**config.mk**
```make
export PLATFORM = sky130hd
export DESIGN_NAME = ring_nic
export DESIGN_NICKNAME = d
export VERILOG_FILES = /design/src/rtl/ring_nic.sv
export SDC_FILE = /design/constraint.sdc
export NUM_CORES = 1
export LEC_CHECK = 0
export ABC_AREA = 1
export CAP_MARGIN = 20
export CORE_MARGIN = 8
export CORE_UTILIZATION = 40
export CTS_CLUSTER_DIAMETER = 100
export CTS_CLUSTER_SIZE = 40
export DETAILED_ROUTE_END_ITERATION = 16
export HOLD_SLACK_MARGIN = 0.03
export PLACE_DENSITY = 0.91
export SETUP_SLACK_MARGIN = 0.15
export SLEW_MARGIN = 10
export SYNTH_ARGS = -nofsm -noshare
export SYNTH_HDL_FRONTEND = slang
export SYNTH_SLANG_ARGS = --single-unit
```
**constraint.sdc**
```tcl
create_clock -name clk -period 1.25 [get_ports clk]
set_input_delay 0.3125 -clock clk [delete_from_list [all_inputs] [get_ports clk]]
set_output_delay 0.3125 -clock clk [all_outputs]
set_load 0.02 [all_outputs]
```
**src/rtl/ring_nic.sv**
```systemverilog
// PE-side network interface between a processor register port and a ring router PE port.
// One injection buffer (offered only on the polarity matching its VC bit) and one ejection buffer.
module ring_nic #(
  parameter int DATA_W = 64,
  parameter int VC_BIT = 63
) (
  input  logic              clk,
  input  logic              reset,
  input  logic [1:0]        addr,
  input  logic [DATA_W-1:0] d_in,
  output logic [DATA_W-1:0] d_out,
  input  logic              nic_en,
  input  logic              nic_wr_en,
  input  logic              net_polarity,
  output logic              net_so,
  input  logic              net_ri,
  output logic [DATA_W-1:0] net_do,
  input  logic              net_si,
  output logic              net_ro,
  input  logic [DATA_W-1:0] net_di
);

  typedef enum logic {TX_EMPTY = 1'b0, TX_LOADED = 1'b1} tx_state_t;
  typedef enum logic {RX_EMPTY = 1'b0, RX_FULL = 1'b1} rx_state_t;

  tx_state_t         tx_state_reg, tx_state_next;
  rx_state_t         rx_state_reg, rx_state_next;
  logic [DATA_W-1:0] out_buf_reg, out_buf_next;
  logic [DATA_W-1:0] in_buf_reg, in_buf_next;

  logic out_full, in_full;
  logic wr_out_buf, rd_in_buf;

  assign out_full   = (tx_state_reg == TX_LOADED);
  assign in_full    = (rx_state_reg == RX_FULL);
  assign wr_out_buf = nic_en & nic_wr_en & (addr == 2'd2);
  assign rd_in_buf  = nic_en & ~nic_wr_en & (addr == 2'd0);

  assign net_so = out_full & (net_polarity == out_buf_reg[VC_BIT]);
  assign net_do = out_buf_reg;
  assign net_ro = ~in_full;

  always_ff @(posedge clk) begin
    if (reset) begin
      tx_state_reg <= TX_EMPTY;
      rx_state_reg <= RX_EMPTY;
      out_buf_reg  <= '0;
      in_buf_reg   <= '0;
    end else begin
      tx_state_reg <= tx_state_next;
      rx_state_reg <= rx_state_next;
      out_buf_reg  <= out_buf_next;
      in_buf_reg   <= in_buf_next;
    end
  end

  // A write while loaded is dropped, even if the packet leaves on that same edge.
  always_comb begin
    tx_state_next = tx_state_reg;
    out_buf_next  = out_buf_reg;
    case (tx_state_reg)
      TX_EMPTY: begin
        if (wr_out_buf) begin
          tx_state_next = TX_LOADED;
          out_buf_next  = d_in;
        end
      end
      TX_LOADED: begin
        if (net_so && net_ri) tx_state_next = TX_EMPTY;
      end
      default: tx_state_next = TX_EMPTY;
    endcase
  end

  always_comb begin
    rx_state_next = rx_state_reg;
    in_buf_next   = in_buf_reg;
    case (rx_state_reg)
      RX_EMPTY: begin
        if (net_si) begin
          rx_state_next = RX_FULL;
          in_buf_next   = net_di;
        end
      end
      RX_FULL: begin
        if (rd_in_buf) rx_state_next = RX_EMPTY;
      end
      default: rx_state_next = RX_EMPTY;
    endcase
  end

  always_comb begin
    d_out = '0;
    if (nic_en && !nic_wr_en) begin
      case (addr)
        2'd0:    d_out = in_buf_reg;
        2'd1:    d_out = {{(DATA_W-1){1'b0}}, in_full};
        2'd3:    d_out = {{(DATA_W-1){1'b0}}, out_full};
        default: d_out = '0;
      endcase
    end
  end

endmodule
```
==> results of run 1 <==
-- timing repair --
item / 4_1_cts
gates cloned: 25
resized for setup: 1112
setup buffers: 45
setup endpoints to repair: 260
pin swaps: 44
-- logic make-up after synthesis --
group / share of synthesized area [%]
buf+inv: 14.57
flops: 49.03
simple gates: 23.95
compound gates: 12.45
-- per-stage QoR --
stage               std cells  hold slack (ps)  setup slack (ps)
global placement         1238            455.8             -1184
detailed placement       1238            463.5             -1203
floorplan                 781            381.6            -39.72
CTS                      1339            446.8            -424.4
==> results.cfg, run 1 <==
[cts]
cts-buffers-inserted = 17
htree_levels = 4
cts_buffer_depth = 2
holdBufCountCts = 0
clock-root-buffer = clkbuf_16
clock_sinks = 130

[synth]
yosysSeqAreaShare_pct = 49.03
ys_top_cells_by_count = nor2_1 (195), nand2_1 (136), inv_1 (133), dfxtp_1 (130)
synth_top_cells_by_area = dfxtp_1 (49%), nor2_1 (14%), nand2_1 (9.6%), inv_1 (9.4%), a21oi_1 (6.2%)
netlist_area_um2 = 5308
syn_nets = 918
synth_largest_area_cell = dfxtp_1
avgSynthCellArea_um2 = 6.796
ys.flop_type = dfxtp_1
postSynthCellCount = 781
synth_edf_count = 0
async_flop_share_pct = 0
synthMostInstantiatedCell = nor2_1
ys_types = 15
synth_seq_cells = 130
synth_top_area_share_pct = 49.03
ys_warn_count = 0

[placed_design]
place.gp.congestion = 0.7786
port_buffers = 266
dp_hpwl_mm = 13.49
dpl_cell_area_um2 = 8944

[outcome]
status = stopped before the end
error = [ERROR DPL-0038] Utilization greater than 100%, impossible to legalize
stop_stage = 5_1_grt

[die]
die_x_um = 131.2
ios = 267
core.rowCount = 42
initial_core_util_pct = 40.56
die_h_um = 131.2

[sta]
crit_endpoint = d_out[52]
worstEpCategory = primary output

[global_route]
grt_start_max_net_pins = 54
==> run 2, diff against run 1 <==
- CORE_UTILIZATION: 40 -> 29
- CTS_CLUSTER_DIAMETER: 100 -> default
- CTS_CLUSTER_SIZE: 40 -> default
- HOLD_SLACK_MARGIN: 0.03 -> default
- PLACE_DENSITY: 0.91 -> default
- PLACE_DENSITY_LB_ADDON: default -> 0.15
- SETUP_SLACK_MARGIN: 0.15 -> default
==> results.cfg, run 2 <==
[finish]
multiInputGateArea_um2 = 2874
seq_area_um2 = 2633
layout_common_cells = clkdlybuf4s50_1 (131), inv_1 (129), nor2_1 (114)
drive_gt1_share_pct = 41.53
final_util_pct = 61.71
n_fill_cell = 1585
layout_commonest_cell = clkdlybuf4s50_1
nets = 1263
area_growth_pct = 108.9
insertedDiodeCount = 0

[die]
die_area_um2 = 22890
die_h_um = 151.3
core_area_um2 = 17960
initial_core_util_pct = 29.55
die_x_um = 151.3
core.rowCount = 49
ios = 267

[route]
drc = 0
avgViaCountPerCell = 4.268
dr.pass1.iters = 4
drtAntennaViolNets = 0
routed_wl_mm = 20.65
wl_per_cell_um = 15.10
drtIter0Drc = 120
num_vias = 5839

[sta]
worst_slew_pin_slew_ps = 254.3
relSlewSlack_pct = 82.87
period_minus_slack_ps = 1629
hold_viol = 0
fmaxAchievable_mhz = 613.9
setup_viol = 132
finClkSkew_ps = 7.592
fin_crit_sh_pct = 130.3
drv_slew = 0
finalWorstSetupSlack_ps = -378.8
rsz0062_at_grt = true

[cts]
htree_levels = 4
cts-buffers-inserted = 17
holdBufCountCts = 0
tritoncts = built
insertion_delay_ps = 420
path_clk_slew_ps = 60
cts_buffer_depth = 2
clock_sinks = 130
clock-root-buffer = clkbuf_16

[worst_setup_path]
startpoint = nic_en
cp.arrival_ps = 1320
crit_chain = buf_8 -> inv_4 -> nor2_4 -> buf_12 -> nand2_8 -> buf_12 -> buf_16 -> nor2_4 -> buf_6
cpPeakStageDelay_ps = 170
crit_path_end_kind = primary output
path_max_fanout = 6
reg2regPathDepth = 10
slowest_stage = nor2_4
critical_path_depth = 9
crit_family = buffers and inverters
rr_startpoint = out_full
path_buf_inv = 6
worstPathRequired_ps = 940
critPathLaunchType = input port
worst-setup-path-type = input port to primary output

[power_and_ir_drop]
vdd_ir_drop_max_v = 0.0008774
p_per_area_nw_per_um2 = 1088
p_total_w = 0.01206
p_leak_nw = 4.962

[outcome]
violations = setup timing
status = complete, but fails checks

[synth]
ys_types = 15
yosysSeqAreaShare_pct = 49.03
synth_edf_count = 0
synth_top_cells_by_area = dfxtp_1 (49%), nor2_1 (14%), nand2_1 (9.6%), inv_1 (9.4%), a21oi_1 (6.2%)
synth_seq_cells = 130
ys.flop_type = dfxtp_1
avgSynthCellArea_um2 = 6.796
netlist_area_um2 = 5308
synth_top_area_share_pct = 49.03
async_flop_share_pct = 0
ys_top_cells_by_count = nor2_1 (195), nand2_1 (136), inv_1 (133), dfxtp_1 (130)
syn_nets = 918
synthMostInstantiatedCell = nor2_1
synth_largest_area_cell = dfxtp_1
ys_warn_count = 0
postSynthCellCount = 781

[global_route]
antenna_found_initial = 0
gr-total-overflow = 0
grt_pass1_wl_mm = 30.99
grtUsageTotal_pct = 17.48
grt_start_max_net_pins = 31
grt_pass1_vias = 5940

[job]
cap_violations = 0

[worst_hold_path]
hold_depth = 2
hp-class = flop to flop
min-delay-start = net_do[21]

[placed_design]
place.gp.congestion = 0.7420
dp_hpwl_mm = 12.90
port_buffers = 266
==> run 2: cell counts after synthesis <==
No cell type changed its count.
==> run 2: kinds of logic after synthesis <==
logic type,share of synthesized area [%]
simple gates,23.95
buf+inv,14.57
compound gates,12.45
flops,49.03
==> run 2: area by class of cell <==
class / count / share of cell area (%)
repair buffers: 373 / 37.23
inverters: 135 / 4.673
multi-input cells: 469 / 25.93
well taps: 229 / 2.585
clock buffers: 20 / 4.210
clock inverters: 12 / 1.625
flip-flops and latches: 130 / 23.75
==> run 2: through the flow <==
| stage | cell area, µm² | hold WS, ps | TNS (ps) | worst slack, ps | std cells |
|---|---|---|---|---|---|
| 3_5_place_dp | 8855 | 457.3 | -128210 | -1161 | 1294 |
| 4_1_cts | 10620 | 462.2 | -27730 | -483.8 | 1373 |
| 2_1_floorplan | 5488 | 381.6 | -3780 | -68.58 | 781 |
| 6_report | 11090 | 468.6 | -27370 | -378.8 | 1368 |
| 3_3_place_gp | 8855 | 451.1 | -126890 | -1166 | 1294 |
| 5_1_grt | 11090 | 493.2 | -36280 | -417.9 | 1368 |
==> run 2: path summary, 6_finish.rpt <==
check / endpoint / slack [ps]
setup / recovery: d_out[56] / -380
hold / removal: net_do[21] / 470
setup reg to reg: net_do[26] / -190
hold reg to reg: net_do[21] / 470
==> run 2: report_power, final <==
group,switching (W),internal [W],leakage (nW)
registers,0.0000856,0.00440,1.08
clock network,0.00193,0.00350,0.312
logic,0.00103,0.00112,3.57
==> run 2: tightest hold or removal path, stage by stage (launching register included) <==
cell and delay [ps]:
dfxtp_2 330, nor2_2 40, nor2_1 70
==> run 2: layer usage <==
metal | vias up | track usage [%] | wire length (µm)
met5 | - | 0 | 0
met4 | 0 | 4.899 | 191
li1 | 3017 | - | -
met2 | 181 | 30.67 | 10360
met1 | 2628 | 19.00 | 7944
met3 | 13 | 7.141 | 2159
==> run 2: repair_timing <==
action                                  in CTS  in global routing
resized for setup                          807                240
pin swaps                                   12                 50
buffers inserted                            28                  6
endpoints found under the setup margin     196                195
cloned                                      20                  3
(Power assumes the default switching activity.)
==> run 3, diff against run 2 <==
- CTS_CLUSTER_DIAMETER: default -> 150
==> results of run 3 <==
Final layout, timing and power as in run 2 (identical DEF).
==> run 4, diff against run 3 <==
- CAP_MARGIN: 20 -> default
- GPL_ROUTABILITY_DRIVEN: default -> 0
==> results of run 4 <==
Final layout, timing and power as in run 2 (identical DEF).
